===== src/rtl/mult_arb_pkg.sv =====
// rtl/mult_arb_pkg.sv - shared state encoding and limits for mult_arbiter
package mult_arb_pkg;

  localparam int MULT_ARB_MAX_NREQ = 4;

  typedef enum logic [2:0] {
    IDLE,
    LOADB,
    START,
    WAITB,
    RUN,
    RESP
  } mult_arb_state_t;

  function automatic int next_idx(input int i, input int n);
    return (i + 1) % n;
  endfunction

endpackage


===== src/rtl/rr_pick.sv =====
// rtl/rr_pick.sv - combinational one-hot grant picker searching upward from ptr
// A pointer held at zero reduces the search to lowest-index-wins fixed priority.
module rr_pick #(
  parameter int NREQ = 2,
  parameter int IW   = 1
) (
  input  logic [NREQ-1:0] req,
  input  logic [IW-1:0]   ptr,
  output logic [NREQ-1:0] grant,
  output logic [IW-1:0]   idx
);

  logic [IW-1:0] j;

  // Walk from the farthest offset down so the requester nearest ptr wins last.
  always_comb begin
    grant = '0;
    idx   = '0;
    j     = '0;
    for (int k = NREQ - 1; k >= 0; k--) begin
      j = IW'((int'(ptr) + k) % NREQ);
      if (req[j]) begin
        grant    = '0;
        grant[j] = 1'b1;
        idx      = j;
      end
    end
  end

endmodule


===== src/rtl/mult_arbiter.sv =====
// rtl/mult_arbiter.sv - shares one shift-add signed multiplier core among NREQ requesters
// MULT_ARB_RR_EN selects round-robin arbitration; undefined gives fixed priority.
module mult_arbiter
  import mult_arb_pkg::*;
#(
  parameter int NREQ = 2,
  parameter int W    = 8
) (
  input  logic                Clk,
  input  logic                Reset,
  input  logic [NREQ-1:0]     req_valid,
  input  logic [NREQ*W-1:0]   req_a,
  input  logic [NREQ*W-1:0]   req_b,
  output logic [NREQ-1:0]     req_ready,
  output logic [NREQ-1:0]     resp_valid,
  input  logic [NREQ-1:0]     resp_ready,
  output logic [2*W-1:0]      resp_data,
  output logic [W-1:0]        mul_s,
  output logic                mul_ldb,
  output logic                mul_run,
  input  logic                mul_busy,
  input  logic [2*W-1:0]      mul_prod
);

  localparam int IW = $clog2(NREQ);

  generate
    if (NREQ < 2 || NREQ > MULT_ARB_MAX_NREQ) begin : g_bad_nreq
      $error("mult_arbiter: NREQ out of range");
    end
  endgenerate

  mult_arb_state_t state, state_n;
  logic [W-1:0]     a_q, b_q;
  logic [2*W-1:0]   result_q;
  logic [IW-1:0]    g_q;
  logic [IW-1:0]    ptr;
  logic [IW-1:0]    pick_idx;
  logic [NREQ-1:0]  pick_grant;
  logic             accept;
  logic             resp_done;

  rr_pick #(
    .NREQ (NREQ),
    .IW   (IW)
  ) u_pick (
    .req   (req_valid),
    .ptr   (ptr),
    .grant (pick_grant),
    .idx   (pick_idx)
  );

  assign accept    = (state == IDLE) && (|req_valid);
  assign resp_done = (state == RESP) && resp_ready[g_q];
  assign resp_data = result_q;

`ifdef MULT_ARB_RR_EN
  always_ff @(posedge Clk) begin
    if (Reset) begin
      ptr <= '0;
    end else if (resp_done) begin
      ptr <= IW'(next_idx(int'(g_q), NREQ));
    end
  end
`else
  assign ptr = '0;
`endif

  always_ff @(posedge Clk) begin
    if (Reset) begin
      state <= IDLE;
    end else begin
      state <= state_n;
    end
  end

  always_comb begin
    state_n    = state;
    req_ready  = '0;
    resp_valid = '0;
    mul_s      = '0;
    mul_ldb    = 1'b0;
    mul_run    = 1'b0;
    case (state)
      IDLE: begin
        req_ready = pick_grant;
        if (accept) state_n = LOADB;
      end
      LOADB: begin
        mul_s   = b_q;
        mul_ldb = 1'b1;
        state_n = START;
      end
      START: begin
        mul_s   = a_q;
        mul_run = 1'b1;
        state_n = WAITB;
      end
      // A busy left high from an earlier operation is taken as this run's busy.
      WAITB: begin
        mul_s = a_q;
        if (mul_busy) state_n = RUN;
      end
      RUN: begin
        mul_s = a_q;
        if (!mul_busy) state_n = RESP;
      end
      RESP: begin
        resp_valid[g_q] = 1'b1;
        if (resp_ready[g_q]) state_n = IDLE;
      end
      default: state_n = IDLE;
    endcase
  end

  always_ff @(posedge Clk) begin
    if (Reset) begin
      a_q      <= '0;
      b_q      <= '0;
      g_q      <= '0;
      result_q <= '0;
    end else begin
      if (accept) begin
        a_q <= req_a[int'(pick_idx)*W +: W];
        b_q <= req_b[int'(pick_idx)*W +: W];
        g_q <= pick_idx;
      end
      if (state == RUN && !mul_busy) begin
        result_q <= mul_prod;
      end
    end
  end

endmodule


===== config.mk =====
export PLATFORM = sky130hd
export DESIGN_NAME = mult_arbiter
export DESIGN_NICKNAME = d
export VERILOG_FILES = /design/src/rtl/mult_arb_pkg.sv /design/src/rtl/rr_pick.sv /design/src/rtl/mult_arbiter.sv
export SDC_FILE = /design/constraint.sdc
export NUM_CORES = 1
export LEC_CHECK = 0
export ABC_AREA = 1
export CAP_MARGIN = 20
export CORE_MARGIN = 3
export CORE_UTILIZATION = 38
export DETAILED_ROUTE_END_ITERATION = 6
export PLACE_DENSITY = 0.77
export SLEW_MARGIN = 0
export SYNTH_ARGS = -nofsm -noshare
export SYNTH_HDL_FRONTEND = slang
export SYNTH_SLANG_ARGS = --single-unit

===== constraint.sdc =====
create_clock -name Clk -period 1.2 [get_ports Clk]
set_input_delay 0.12 -clock Clk [delete_from_list [all_inputs] [get_ports Clk]]
set_output_delay 0.12 -clock Clk [all_outputs]
set_load 0.03 [all_outputs]

==> flow_metrics.env, run 1 <==
export IMPL_power_density_nw_per_um2=1350
export IMPL_via_count=2138
export IMPL_fillers=401
export IMPL_setup_slack_ps=-294
export IMPL_synthCells=264
export IMPL_hold_buffers=0
export IMPL_p_int_mw=2.83
export IMPL_hold_viol_final=0
export IMPL_worstSetupStartpointType="flip-flop"
export IMPL_setup_viol=32
export IMPL_syn_area_um2=1920
export IMPL_ys_seq_elements=36
export IMPL_ir_worst_vdd_uv=693
export IMPL_power_total_mw=4.56
export IMPL_port_buffer_count=84
export IMPL_finalClockSkew_ps=4.45
export IMPL_arrival_ps=1370
export IMPL_ios=85
export IMPL_finalNetCount=426
export IMPL_place_gp_congestion=0.811
export IMPL_rsz0062_at_grt="yes"
export IMPL_post_route_period_util=1.25
export IMPL_combPwrFrac=0.485
export IMPL_p_clk_frac=0.194
export IMPL_clk_latency_ps=290
export IMPL_antenna_cells=0
export IMPL_drt_pass1_iterations=4
export IMPL_worstHoldPathType="in2reg"
export IMPL_dp_slack_ps=-274
export IMPL_max_clock_path_buffers=2
export IMPL_syn2layout_area_growth_pct=75.6
export IMPL_crit_path_end_kind="output pin"
export IMPL_maxSlewViolCount=0
export IMPL_grt_use_total=0.187
export IMPL_crit_type="reg2out"
export IMPL_clock_sinks=36
export IMPL_whs_ps=415
export IMPL_max_freq_ghz=0.669
export IMPL_grt_pass1_vias=1949
export IMPL_yosys_area_top_type="dfxtp_1"
export IMPL_cp_required_ps=1080
export IMPL_die_y_um=77.2
export IMPL_switchingPower_mw=1.73
export IMPL_cts_htree_levels=2
export IMPL_cp_max_fo=4
export IMPL_drt_iter0_markers=104
export IMPL_sw_frac_of_total=0.380
export IMPL_grt_start_max_net_pins=20
export IMPL_numCtsBuffers=5
export IMPL_maxSlewHeadroom=0.775
export IMPL_ys_seq_area_frac=0.375
export IMPL_fin_crit_ps=1490
export IMPL_drive_above_1_share=0.320
export IMPL_p_leak_nw=1.40
export IMPL_root_buffer="clkbuf_8"
export IMPL_tightest_slew_ps=339
export IMPL_utilization=0.702
export IMPL_syn_nets=319
export IMPL_antenna_left=0
export IMPL_yosys_warnings=0
export IMPL_cts_tree="done"
export IMPL_grt_overflow_total=0
export IMPL_clkTransAtPathRegs_ps=70
export IMPL_yosys_top_cells_area="dfxtp_1 37%, nand2_1 13%, nand3_2 6.8%"
export IMPL_wl_per_cell_um=14.0
export IMPL_violations="setup timing"
export IMPL_syn_avg_cell_area_um2=7.29
export IMPL_max_cap_violations=0
export IMPL_antenna_found_initial=0
export IMPL_p_seq_frac=0.321
export IMPL_place_area_um2=3040
export IMPL_synth_top_area_share=0.375
export IMPL_wl_um=6130
export IMPL_final_area_um2=3380
export IMPL_start_util=0.399
export IMPL_coreArea_um2=4820
export IMPL_grt_pass1_wl_um=9050
export IMPL_via_per_inst=4.87
export IMPL_std_cell_rows=25
export IMPL_drc=0
export IMPL_synth_cell_type_count=27
export IMPL_outcome="complete, but fails checks"
export IMPL_die_width_um=77.2
export IMPL_hpwl_um=4120
export IMPL_die_area_um2=5950
==> sequential cells by signal, indices dropped and copies added, names as in the netlist <==
signal and cells:
g_q 1, resp_data 16, state 3, b_q 8
a_q 8
==> synthesized netlist by cell type, drive strengths merged <==
library cell	instances
nand3	38
inv	30
dfxtp	36
clkbuf	1
o21ai	17
nor3	1
buf	14
o21bai	1
a21oi	34
nand2	68
nand4	2
a31oi	1
nor2	13
o22ai	8
==> routing by layer <==
layer,global-route usage,wire [um],share of wire
met1,0.233,2560,0.42
met2,0.313,3240,0.53
met3,0.0516,275,0.045
met4,0.0552,59,0.0096
met5,0,0,0
==> kinds of logic after synthesis <==
family,Yosys count,share of synthesized area
AND/OR/NAND/NOR,122,0.313
flip-flops,36,0.375
AO/OA/AOI/OAI,61,0.191
buffers and inverters,45,0.122
==> area by class of cell <==
type                       instances  area, um2  share of cell area
tap                               67       83.8              0.0248
sequential                        36        729               0.216
clock buffer                       8       90.1              0.0267
inverter                          30        120              0.0355
multi-input combinational        184       1200               0.355
timing repair buffer             114       1160               0.342
==> per-stage QoR <==
step | setup TNS, ps | cells
after floorplan | -647 | 264
after global placement | -3570 | 423
after detailed placement | -4630 | 423
after CTS | -5160 | 437
after global routing | -8060 | 439
final | -6190 | 439
==> worst paths after layout <==
kind / from / cells after the start / end / slack [ps]
worst max-delay path: state[1] / 6 / req_ready[1] / -290
worst min-delay path: mul_prod[6] / 3 / resp_data[6] / 410
worst max register to register: state[1] / 7 / b_q[4] / -250
worst min register to register: resp_data[8] / 2 / resp_data[8] / 460
==> timing repair <==
action / 4_1_cts / 5_1_grt
endpoints found under the setup margin: 31 / 53
resized for setup: 45 / 27
cloned: 1 / 0
setup buffers: 6 / 3
pin swaps: 4 / 8
==> cells in the final DEF, fill, tap and decap left out, types with 4 or more instances in the layout <==
cell type	n
nand2_1	54
o22ai_4	6
clkdlybuf4s50_1	54
nand2_2	12
nand3_2	14
dfxtp_1	33
dlygate4sd2_1	12
a21oi_1	20
inv_1	26
o21ai_1	12
clkdlybuf4s15_1	4
nor2_1	9
buf_12	5
buf_4	21
o21ai_2	4
clkbuf_8	6
a21oi_2	13
buf_6	15
nand3_1	22
==> power by group through the flow <==
stage	clock network [mW]	registers, mW	logic [mW]
final	0.883	1.47	2.21
after global routing	0.958	1.48	2.36
after CTS	0.900	1.46	2.06
after detailed placement	0	1.48	1.81
after global placement	0	1.47	1.78
after floorplan	0	1.51	1.10
==> critical path, stage by stage, from the launching register on <==
cell	delay [ps]
dfxtp_4	370
nor2_4	130
buf_4	140
buf_6	90
nand2_2	90
nor2_4	120
buf_6	140
Note: power is estimated with default switching activity, not from simulation.
==> run 2: changes to the inputs <==
--- a/config.mk
+++ b/config.mk
@@ -15,3 +15,4 @@
 export SYNTH_ARGS = -nofsm -noshare
 export SYNTH_HDL_FRONTEND = slang
 export SYNTH_SLANG_ARGS = --single-unit
+export TNS_END_PERCENT = 10
==> run 2 against run 1 <==
- the flow still finishes with violations (setup timing)
- design area fell by 4.8%
- setup slack about the same
- register-to-register slack better by 150 ps
- sequential share of layout area increased by 1.1 points
- via count fell by 4.1%
- non-clock buffer count decreased by 4
- fmax about the same
- largest cell class unchanged
==> flow_metrics.env, run 2 (synthesis gave the netlist of run 1 again) <==
export IMPL_outcome="complete, but fails checks"
export IMPL_violations="setup timing"
export IMPL_port_buffer_count=84
export IMPL_tightest_slew_ps=530
export IMPL_sw_frac_of_total=0.367
export IMPL_maxSlewViolCount=0
export IMPL_drive_above_1_share=0.255
export IMPL_p_seq_frac=0.333
export IMPL_antenna_cells=0
export IMPL_drc=0
export IMPL_grt_pass1_wl_um=9110
export IMPL_combPwrFrac=0.466
export IMPL_ios=85
export IMPL_worstSetupStartpointType="flip-flop"
export IMPL_syn2layout_area_growth_pct=67.2
export IMPL_cts_htree_levels=2
export IMPL_hpwl_um=3950
export IMPL_drt_iter0_markers=68
export IMPL_start_util=0.399
export IMPL_grt_start_max_net_pins=34
export IMPL_place_area_um2=2980
export IMPL_clk_latency_ps=280
export IMPL_std_cell_rows=25
export IMPL_whs_ps=413
export IMPL_hold_viol_final=0
export IMPL_largest_reg_flops=16
export IMPL_p_clk_frac=0.201
export IMPL_post_route_period_util=1.25
export IMPL_setup_slack_ps=-294
export IMPL_fin_crit_ps=1490
export IMPL_hold_buffers=0
export IMPL_final_common_cell="nand2_1"
export IMPL_max_cap_violations=0
export IMPL_arrival_ps=1370
export IMPL_p_leak_nw=1.38
export IMPL_grt_overflow_total=0
export IMPL_max_clock_path_buffers=2
export IMPL_p_int_mw=2.76
export IMPL_finalNetCount=422
export IMPL_utilization=0.668
export IMPL_place_gp_congestion=0.841
export IMPL_placed_cells=421
export IMPL_clkTransAtPathRegs_ps=70
export IMPL_via_per_inst=4.71
export IMPL_grt_use_total=0.189
export IMPL_drt_pass1_iterations=4
export IMPL_ir_worst_vdd_uv=648
export IMPL_coreArea_um2=4820
export IMPL_crit_type="reg2out"
export IMPL_clock_sinks=36
export IMPL_wl_per_cell_um=12.6
export IMPL_maxSlewHeadroom=0.646
export IMPL_fillers=428
export IMPL_cts_tree="done"
export IMPL_instances_no_fill=435
export IMPL_antenna_found_initial=0
export IMPL_antenna_left=0
export IMPL_cp_required_ps=1080
export IMPL_dp_slack_ps=-257
export IMPL_wl_um=5500
export IMPL_crit_path_end_kind="output pin"
export IMPL_numCtsBuffers=5
export IMPL_via_count=2050
export IMPL_cp_max_fo=7
export IMPL_final_area_um2=3220
export IMPL_finalClockSkew_ps=2.93
export IMPL_setup_viol=42
export IMPL_switchingPower_mw=1.60
export IMPL_final_cell_mix="65 x nand2_1, 54 x clkdlybuf4s50_1, 33 x dfxtp_1"
export IMPL_root_buffer="clkbuf_8"
export IMPL_max_freq_ghz=0.669
export IMPL_worstHoldPathType="in2reg"
export IMPL_die_width_um=77.2
export IMPL_power_density_nw_per_um2=1360
export IMPL_rsz0062_at_grt="yes"
export IMPL_die_area_um2=5950
export IMPL_die_y_um=77.2
export IMPL_grt_pass1_vias=1904
==> run 2: cell types whose count changed in the layout (fill, tap and decap cells not counted), sizes merged <==
cell,change
buf,-4
clkdlybuf4s15,-3
dlygate4sd2,+3
clkinv,-1
inv,+1
==> run 2: routing by layer <==
layer	GRT usage	vias up	part of all wire	routed length (um)
met5	0	-	0	0
met4	0.0374	0	0.0066	36
met3	0.0575	4	0.065	356
met2	0.310	76	0.47	2590
met1	0.246	894	0.46	2510
li1	-	1076	-	-
==> run 2: what timing repair did <==
item,4_1_cts,5_1_grt
setup endpoints to repair,46,50
buffers inserted,5,1
cloned,1,0
pin swaps,8,9
gates resized for setup,40,8
==> run 2: power groups by stage <==
stage	Sequential, mW	Clock [mW]	Combinational, mW
after floorplan	1.50	0	1.08
after global placement	1.46	0	1.76
after detailed placement	1.47	0	1.78
after CTS	1.45	0.911	2.01
after global routing	1.47	0.951	2.19
final	1.45	0.879	2.03
==> run 2: worst paths after layout <==
check / end / slack, ps / from / cells after the start
min: resp_data[4] / 410 / mul_prod[4] / 3
min reg2reg: resp_data[5] / 460 / resp_data[5] / 2
max reg2reg: b_q[7] / -100 / state[1] / 7
max: mul_s[7] / -290 / state[1] / 7
==> run 2: metrics by stage <==
step / power (mW) / setup TNS (ps)
after floorplan: 2.58 / -589
after global placement: 3.22 / -3740
after detailed placement: 3.25 / -4570
after CTS: 4.37 / -5610
after global routing: 4.61 / -8100
final: 4.36 / -4890
==> run 2: worst max-delay path, stage by stage (launching register included) <==
cell,delay [ps]
dfxtp_4,370
nor2_4,120
nand2_4,80
inv_6,60
a21oi_4,40
buf_12,150
o22ai_4,120
buf_6,160
==> run 2: final cells by class <==
type,instances,area [um2],area share
clock buffer,8,90.1,0.0280
inverter,30,125,0.0389
multi-input combinational,184,1110,0.344
sequential,36,729,0.227
tap,67,83.8,0.0260
timing repair buffer,110,1080,0.336
